==> config.mk <==
export PLATFORM = sky130hd
export DESIGN_NAME = uc_multiciclo
export DESIGN_NICKNAME = d
export VERILOG_FILES = /design/src/rtl/uc_pkg.sv /design/src/rtl/uc_salidas.sv /design/src/rtl/uc_multiciclo.sv
export SDC_FILE = /design/constraint.sdc
export NUM_CORES = 1
export LEC_CHECK = 0
export CAP_MARGIN = 20
export CORE_MARGIN = 4
export CORE_UTILIZATION = 38
export DETAILED_ROUTE_END_ITERATION = 6
export PLACE_DENSITY = 0.85
export SYNTH_ARGS = -nofsm -noshare
export SYNTH_HDL_FRONTEND = slang
export SYNTH_SLANG_ARGS = --single-unit
==> constraint.sdc <==
create_clock -name clk -period 1.4 [get_ports clk]
set_input_delay 0.28 -clock clk [delete_from_list [all_inputs] [get_ports clk]]
set_output_delay 0.28 -clock clk [all_outputs]
set_load 0.03 [all_outputs]
==> src/rtl/uc_pkg.sv <==
// uc_pkg: shared definitions for the multicycle control unit.
//   estado_e  - FSM state encodings (also the debug estado output)
//   Op*       - opcode constants (instruction[31:26])
//   Alu*      - aluop codes (3 bits, zero-extended at the top level)
//   Srcb*     - alusrcb select codes
//   Pc*       - pcsrc select codes
//   ctrl_t    - bundle of datapath controls produced by uc_salidas
package uc_pkg;

   typedef enum logic [3:0] {
      StFetch  = 4'd0,
      StDecode = 4'd1,
      StMemAdr = 4'd2,
      StMemRd  = 4'd3,
      StMemWb  = 4'd4,
      StMemWr  = 4'd5,
      StExec   = 4'd6,
      StAluWb  = 4'd7,
      StBranch = 4'd8,
      StIExec  = 4'd9,
      StIWb    = 4'd10,
      StJump   = 4'd11
   } estado_e;

   localparam logic [5:0] OpRType = 6'b000000;
   localparam logic [5:0] OpJ     = 6'b000010;
   localparam logic [5:0] OpBeq   = 6'b000100;
   localparam logic [5:0] OpBne   = 6'b000101;
   localparam logic [5:0] OpAddi  = 6'b001000;
   localparam logic [5:0] OpSlti  = 6'b001010;
   localparam logic [5:0] OpAndi  = 6'b001100;
   localparam logic [5:0] OpOri   = 6'b001101;
   localparam logic [5:0] OpLw    = 6'b100011;
   localparam logic [5:0] OpSw    = 6'b101011;

   localparam logic [2:0] AluAdd   = 3'b000;
   localparam logic [2:0] AluSub   = 3'b001;
   localparam logic [2:0] AluFunct = 3'b010;
   localparam logic [2:0] AluAnd   = 3'b100;
   localparam logic [2:0] AluOr    = 3'b101;
   localparam logic [2:0] AluSlt   = 3'b110;

   localparam logic [1:0] SrcbReg   = 2'b00;
   localparam logic [1:0] SrcbFour  = 2'b01;
   localparam logic [1:0] SrcbImm   = 2'b10;
   localparam logic [1:0] SrcbImmSh = 2'b11;

   localparam logic [1:0] PcAlu    = 2'b00;
   localparam logic [1:0] PcAluOut = 2'b01;
   localparam logic [1:0] PcJump   = 2'b10;

   typedef struct packed {
      logic       pcwrite;
      logic       pcwritecond;
      logic       iord;
      logic       irwrite;
      logic       er;
      logic       ew;
      logic       regdst;
      logic       regwrite;
      logic       memtoreg;
      logic       alusrca;
      logic       illegal;
      logic [1:0] alusrcb;
      logic [1:0] pcsrc;
      logic [2:0] aluop;
   } ctrl_t;

   // State that follows DECODE; StFetch means the opcode is unsupported.
   function automatic estado_e decode_next(input logic [5:0] opcode, input bit en_jump);
      estado_e nxt;
      case (opcode)
         OpLw, OpSw:                     nxt = StMemAdr;
         OpRType:                        nxt = StExec;
         OpBeq:                          nxt = StBranch;
         OpBne:                          nxt = en_jump ? StBranch : StFetch;
         OpAddi, OpAndi, OpOri, OpSlti:  nxt = StIExec;
         OpJ:                            nxt = en_jump ? StJump : StFetch;
         default:                        nxt = StFetch;
      endcase
      return nxt;
   endfunction

   // ALU operation for an immediate-type instruction.
   function automatic logic [2:0] aluop_imm(input logic [5:0] op);
      logic [2:0] a;
      case (op)
         OpAndi:  a = AluAnd;
         OpOri:   a = AluOr;
         OpSlti:  a = AluSlt;
         default: a = AluAdd;
      endcase
      return a;
   endfunction

endpackage

==> src/rtl/uc_salidas.sv <==
// uc_salidas: combinational state-to-controls decoder.
//   estado    in  current FSM state
//   op        in  opcode latched in DECODE
//   opcode    in  live opcode (only looked at in DECODE, for illegal)
//   mem_ready in  memory handshake (FETCH write enables)
//   zero      in  ALU zero flag (BRANCH only)
//   ctrl      out control bundle; all zero unless set for the state
module uc_salidas
   import uc_pkg::*;
#(
   parameter bit EN_JUMP = 1'b1
) (
   input  estado_e      estado,
   input  logic  [5:0]  op,
   input  logic  [5:0]  opcode,
   input  logic         mem_ready,
   input  logic         zero,
   output ctrl_t        ctrl
);

   always_comb begin
      ctrl = '0;
      case (estado)
         StFetch: begin
            ctrl.er      = 1'b1;
            ctrl.alusrcb = SrcbFour;
            ctrl.irwrite = mem_ready;
            ctrl.pcwrite = mem_ready;
         end
         StDecode: begin
            ctrl.alusrcb = SrcbImmSh;
            ctrl.illegal = (decode_next(opcode, EN_JUMP) == StFetch);
         end
         StMemAdr: begin
            ctrl.alusrca = 1'b1;
            ctrl.alusrcb = SrcbImm;
         end
         StMemRd: begin
            ctrl.er   = 1'b1;
            ctrl.iord = 1'b1;
         end
         StMemWb: begin
            ctrl.memtoreg = 1'b1;
            ctrl.regwrite = 1'b1;
         end
         StMemWr: begin
            ctrl.ew   = 1'b1;
            ctrl.iord = 1'b1;
         end
         StExec: begin
            ctrl.alusrca = 1'b1;
            ctrl.aluop   = AluFunct;
         end
         StAluWb: begin
            ctrl.regdst   = 1'b1;
            ctrl.regwrite = 1'b1;
         end
         StBranch: begin
            ctrl.alusrca = 1'b1;
            ctrl.aluop   = AluSub;
            ctrl.pcsrc   = PcAluOut;
            // Raised only when the branch is taken, so the datapath need not
            // distinguish beq from bne.
            ctrl.pcwritecond = ((op == OpBeq) && zero) ||
                               ((op == OpBne) && !zero && EN_JUMP);
         end
         StIExec: begin
            ctrl.alusrca = 1'b1;
            ctrl.alusrcb = SrcbImm;
            ctrl.aluop   = aluop_imm(op);
         end
         StIWb: begin
            ctrl.regwrite = 1'b1;
            ctrl.aluop    = aluop_imm(op);
         end
         StJump: begin
            ctrl.pcsrc   = PcJump;
            ctrl.pcwrite = 1'b1;
         end
         default: ctrl = '0;
      endcase
   end

endmodule

==> src/rtl/uc_multiciclo.sv <==
// uc_multiciclo: multicycle MIPS-style control unit (Moore FSM).
//   clk, rst            clock, asynchronous active-high reset
//   opcode              instruction[31:26], sampled in DECODE
//   mem_ready           memory access completes when 1
//   zero                ALU zero flag, used in BRANCH
//   pcwrite .. alusrca  1-bit datapath controls
//   alusrcb, pcsrc      2-bit selects
//   aluop               ALU operation, zero-extended to ALUOP_W
//   estado              current state (debug)
//   illegal             one-cycle pulse on an unsupported opcode
module uc_multiciclo
   import uc_pkg::*;
#(
   parameter int unsigned ALUOP_W = 3,
   parameter bit          EN_JUMP = 1'b1
) (
   input  logic               clk,
   input  logic               rst,
   input  logic [5:0]         opcode,
   input  logic               mem_ready,
   input  logic               zero,
   output logic               pcwrite,
   output logic               pcwritecond,
   output logic               iord,
   output logic               irwrite,
   output logic               er,
   output logic               ew,
   output logic               regdst,
   output logic               regwrite,
   output logic               memtoreg,
   output logic               alusrca,
   output logic [1:0]         alusrcb,
   output logic [1:0]         pcsrc,
   output logic [ALUOP_W-1:0] aluop,
   output logic [3:0]         estado,
   output logic               illegal
);

   if (ALUOP_W < 3) begin : g_aluop_w_check
      $error("uc_multiciclo: ALUOP_W must be at least 3");
   end

   estado_e    state_q;
   logic [5:0] op_q;
   ctrl_t      dec;
   ctrl_t      ctrl;

   always_ff @(posedge clk or posedge rst) begin
      if (rst) begin
         state_q <= StFetch;
         op_q    <= '0;
      end else begin
         case (state_q)
            StFetch:  if (mem_ready) state_q <= StDecode;
            StDecode: begin
               op_q    <= opcode;
               state_q <= decode_next(opcode, EN_JUMP);
            end
            StMemAdr: state_q <= (op_q == OpSw) ? StMemWr : StMemRd;
            StMemRd:  if (mem_ready) state_q <= StMemWb;
            StMemWb:  state_q <= StFetch;
            StMemWr:  if (mem_ready) state_q <= StFetch;
            StExec:   state_q <= StAluWb;
            StAluWb:  state_q <= StFetch;
            StBranch: state_q <= StFetch;
            StIExec:  state_q <= StIWb;
            StIWb:    state_q <= StFetch;
            StJump:   state_q <= StFetch;
            default:  state_q <= StFetch;
         endcase
      end
   end

   uc_salidas #(
      .EN_JUMP (EN_JUMP)
   ) u_salidas (
      .estado    (state_q),
      .op        (op_q),
      .opcode    (opcode),
      .mem_ready (mem_ready),
      .zero      (zero),
      .ctrl      (dec)
   );

   // Reset forces every control low at once so an aborted write never lands.
   assign ctrl = rst ? '0 : dec;

   assign pcwrite     = ctrl.pcwrite;
   assign pcwritecond = ctrl.pcwritecond;
   assign iord        = ctrl.iord;
   assign irwrite     = ctrl.irwrite;
   assign er          = ctrl.er;
   assign ew          = ctrl.ew;
   assign regdst      = ctrl.regdst;
   assign regwrite    = ctrl.regwrite;
   assign memtoreg    = ctrl.memtoreg;
   assign alusrca     = ctrl.alusrca;
   assign alusrcb     = ctrl.alusrcb;
   assign pcsrc       = ctrl.pcsrc;
   assign aluop       = ALUOP_W'(ctrl.aluop);
   assign illegal     = ctrl.illegal;
   assign estado      = state_q;

endmodule

==> impl_metrics.toml, run 1 <==
[timing]
crit_endpoint = "aluop[0]"
worst-ep-kind = "top-level output"

[place]
pre_cts_slack_ns = -1.156
hpwl_um = 2250
gp_congestion = 0.9166
numPortBuffers = 31
placed_area_mm2 = 0.001548

[logic_synthesis]
ys_seq_area_share_pct = 30.72
syn-num-nets = 112
syn_area_um2 = 814.5
synth_edf_count = 0
synthFlopType = "dfrtp_1"
synthCells = 102
ys_warn_count = 0
synth-seq-cells = 10
avgSynthCellArea_um2 = 7.986
async_flop_share_pct = 100.0
ys_types = 34

[run_status]
status = "stopped before the end"
first-error = "[ERROR DPL-0038] Utilization greater than 100%, impossible to legalize"
failing_step = "5_1_grt"

[clock_tree]
cts_buffers = 3
cts.path.max_buffers = 2
hold_buffers = 0
cts_sinks = 10
ctsRootBufferMaster = "clkbuf_4"
htree_levels = 1

[floorplanning]
num_rows = 16
die_h_um = 54.30
die_w_um = 54.30
io_pins = 32
start_util_pct = 40.69

[grt]
grt_max_degree = 11
-- cell families after synthesis --
group	count (synthesis)	share of synthesized area (%)
buf+inv	7	3.379
compound gates	20	14.29
mux	6	8.294
xor+xnor	3	3.226
simple gates	56	40.09
flops	10	30.72
-- synthesized netlist by cell type, types with 3 or more instances --
| cell | number | share of area [%] |
|---|---|---|
| nor2_1 | 13 | 6.0 |
| dfrtp_1 | 10 | 31 |
| nand2_1 | 7 | 3.2 |
| a21oi_1 | 6 | 3.7 |
| mux2_2 | 6 | 8.3 |
| o21ai_0 | 6 | 3.7 |
| clkbuf_1 | 4 | 1.8 |
| nand2b_1 | 4 | 3.1 |
| nand3_1 | 4 | 2.5 |
| nor3_1 | 4 | 2.5 |
| and3_1 | 3 | 2.3 |
| or2_2 | 3 | 2.3 |
| or3b_2 | 3 | 3.2 |
| xor2_1 | 3 | 3.2 |
-- what timing repair did --
action                                  in CTS
gates resized for setup                     89
pin swaps                                   22
endpoints found under the setup margin      26
buffers inserted                            15
-- metrics by stage --
stage	instances	util, %
after floorplan	102	-
after global placement	197	77.31
after detailed placement	197	77.31
after CTS	216	96.94
==> run 2, diff against run 1 <==
--- a/config.mk
+++ b/config.mk
@@ -6,10 +6,10 @@
 export NUM_CORES = 1
 export LEC_CHECK = 0
 export CAP_MARGIN = 20
-export CORE_MARGIN = 4
-export CORE_UTILIZATION = 38
+export CORE_AREA = 4 4 65 67
 export DETAILED_ROUTE_END_ITERATION = 6
-export PLACE_DENSITY = 0.85
+export DIE_AREA = 0 0 69 71
+export PLACE_DENSITY_LB_ADDON = 0.15
 export SYNTH_ARGS = -nofsm -noshare
 export SYNTH_HDL_FRONTEND = slang
 export SYNTH_SLANG_ARGS = --single-unit
==> constraint.sdc (replaced) <==
create_clock -name clk -period 1.8 [get_ports clk]
set_input_delay 0.36 -clock clk [delete_from_list [all_inputs] [get_ports clk]]
set_output_delay 0.36 -clock clk [all_outputs]
set_load 0.03 [all_outputs]
==> run 2 against run 1 <==
The flow now finishes, with violations (setup timing). Synthesized cell count stayed put. Synthesized area stayed put.
==> impl_metrics.toml, run 2 <==
[run_status]
status = "finished with violations"
violations = "setup timing"

[pwr]
pwr_density_cell_mw_per_mm2 = 1403
ir_drop_uv = 418.9
p_leak_uw = 0.0007936

[place]
numPortBuffers = 31
pre_cts_slack_ns = -0.6939
hpwl_um = 2358
dp.cells = 211
gp_congestion = 0.8064

[clock_tree]
cts_tree = "done"
ctsRootBufferMaster = "clkbuf_8"
insertion_delay_ns = 0.24
hold_buffers = 0
htree_levels = 1
cts.path.max_buffers = 2
cts_sinks = 10
cts_buffers = 3
path_clk_slew_ns = 0.05

[routing]
dr.pass1.iters = 4
ant_nets = 0
routed_wl_um = 3032
via_count = 1039
wl_per_cell_um = 13.60
drc_errors = 0
viasPerCell = 4.659
drtIter0Drc = 27

[timing]
final_hold_viol_count = 0
rsz0062_at_grt = "true"
fin_skew_ns = 0.004225
worst_slew_pin_slew_ns = 0.3163
fmax_mhz = 501.0
post-route-period-util_pct = 110.9
finalWorstSetupSlack_ns = -0.1959
drv_slew = 0
tns_ns = -1.255
whs_ns = 0.3201
slew_headroom_pct = 78.88
finalSetupViolations = 12
layout_min_cycle_time_ns = 1.996

[grt]
grt_usage_pct = 12.60
grt_max_degree = 13
grt_pass1_vias = 1112
antenna_found_initial = 0
overflow = 0
grt_pass1_wl_um = 5126

[hold_path]
min_path_type = "in -> async"

[critical_path]
reg2reg_from = "estado[2]"
cpMostUsedCell = "buf_6"
startpoint_type = "flip-flop"
endpoint_kind = "output port"
reg2reg_slack_ns = 0.15
cp.arrival_ns = 1.64
critPathTopFamily = "simple AND/OR/NAND/NOR gates"
critPathMaxFanout = 3
r2r_cells = 5
cp_cell_sequence = "buf_6, or2_4, nor4_4, nand2_2, o21bai_4, buf_6"
path_buf_inv = 2
required_ns = 1.44
r2r_end = "op_q[2]"
critPathMaxStageDelay_ns = 0.43
cp_slowest_cell = "dfrtp_2"
path_class = "reg -> out"

[floorplanning]
num_rows = 22
io_pins = 32
die-area_mm2 = 0.004899
die_h_um = 71
die_w_um = 69
core-area_mm2 = 0.003633
start_util_pct = 22.42

[logic_synthesis]
synthFlopType = "dfrtp_1"
synth-seq-cells = 10
synth.most_common_cell = "nor2_1"
synth_edf_count = 0
ys_warn_count = 0
syn_area_um2 = 814.5
avgSynthCellArea_um2 = 7.986
ys_seq_area_share_pct = 30.72
synth_top_area_share_pct = 30.72
async_flop_share_pct = 100.0
ys_top_cells_by_area = "dfrtp_1 31%, mux2_2 8.3%, nor2_1 6.0%"
ys_types = 34
synth.largest_area_cell = "dfrtp_1"
synthCells = 102
syn-num-nets = 112
netlist_top_cells_count = "13 x nor2_1, 10 x dfrtp_1, 7 x nand2_1"

[job]
cap_violations = 0

[cells_and_area]
fillers = 374
final_common_cell = "buf_4"
layout.nets = 186
diodes = 0
largest_register_ffs = 6
drive_above_1_share_pct = 66.29
regMostFlops = "op_q"
final_cell_mix = "42 x buf_4, 20 x buf_6, 6 x nor2_1, 6 x mux2_2, 6 x dfrtp_1"
instances_no_fill = 223
area_delta_synth_final_pct = 114.4
==> run 2: report_power, final <==
group	internal [uW]	switching, uW	total (uW)
Sequential	337	125	462
Clock	192	85.6	278
Combinational	866	845	1710
Total	1390	1060	2450
==> run 2: final cells by class <==
cell class                      instances  area (um^2)  share of cell area, %
Tap cell                               48        60.06                  3.438
Timing Repair Buffer                   74        648.1                  37.11
Sequential cell                        10        255.2                  14.61
Clock buffer                            4        55.05                  3.152
Multi-Input combinational cell         85        720.7                  41.26
Inverter                                2        7.507                 0.4298
==> run 2: how the worst max path moves through the flow <==
stage	to	depth (start not counted)	slack, ns	from
after floorplan	alusrca	3	-0.02	estado[2]
after global placement	aluop[0]	7	-0.68	rst
after detailed placement	aluop[0]	7	-0.69	rst
after CTS	aluop[0]	6	-0.19	estado[2]
after global routing	aluop[1]	6	-0.26	estado[2]
final	aluop[0]	6	-0.20	estado[2]
==> run 2: worst min-delay path: stages <==
cell and delay (ns):
clkdlybuf4s15_2 0.23, inv_1 0.11, buf_4 0.20
==> run 2: cell families after synthesis <==
| logic type | share of synthesized area [%] |
|---|---|
| buffers and inverters | 3.379 |
| multiplexers | 8.294 |
| AO/OA/AOI/OAI | 14.29 |
| XOR/XNOR | 3.226 |
| AND/OR/NAND/NOR | 40.09 |
| flip-flops | 30.72 |
==> run 2: stage by stage <==
step | power (uW) | utilization (%) | instance area [um^2]
after CTS | 2394 | 46.52 | 1690
after global placement | 1883 | 40.32 | 1465
final | 2450 | 48.07 | 1747
after floorplan | 1267 | - | 898.4
after global routing | 2614 | 48.07 | 1747
after detailed placement | 1885 | 40.32 | 1465
==> run 2: layer usage <==
metal	GRT usage, %	part of all wire (%)	up-vias
li1	-	-	520
met1	14.74	42	493
met2	22.88	53	24
met3	2.983	4.3	2
met4	3.471	0.46	0
met5	0	0	-
==> run 2: repair_timing <==
item / in CTS / in global routing
buffers inserted: 6 / 2
gates resized for setup: 61 / 12
endpoints found under the setup margin: 22 / 18
pin swaps: 11 / 6
Power figures use the tool's default switching activity.
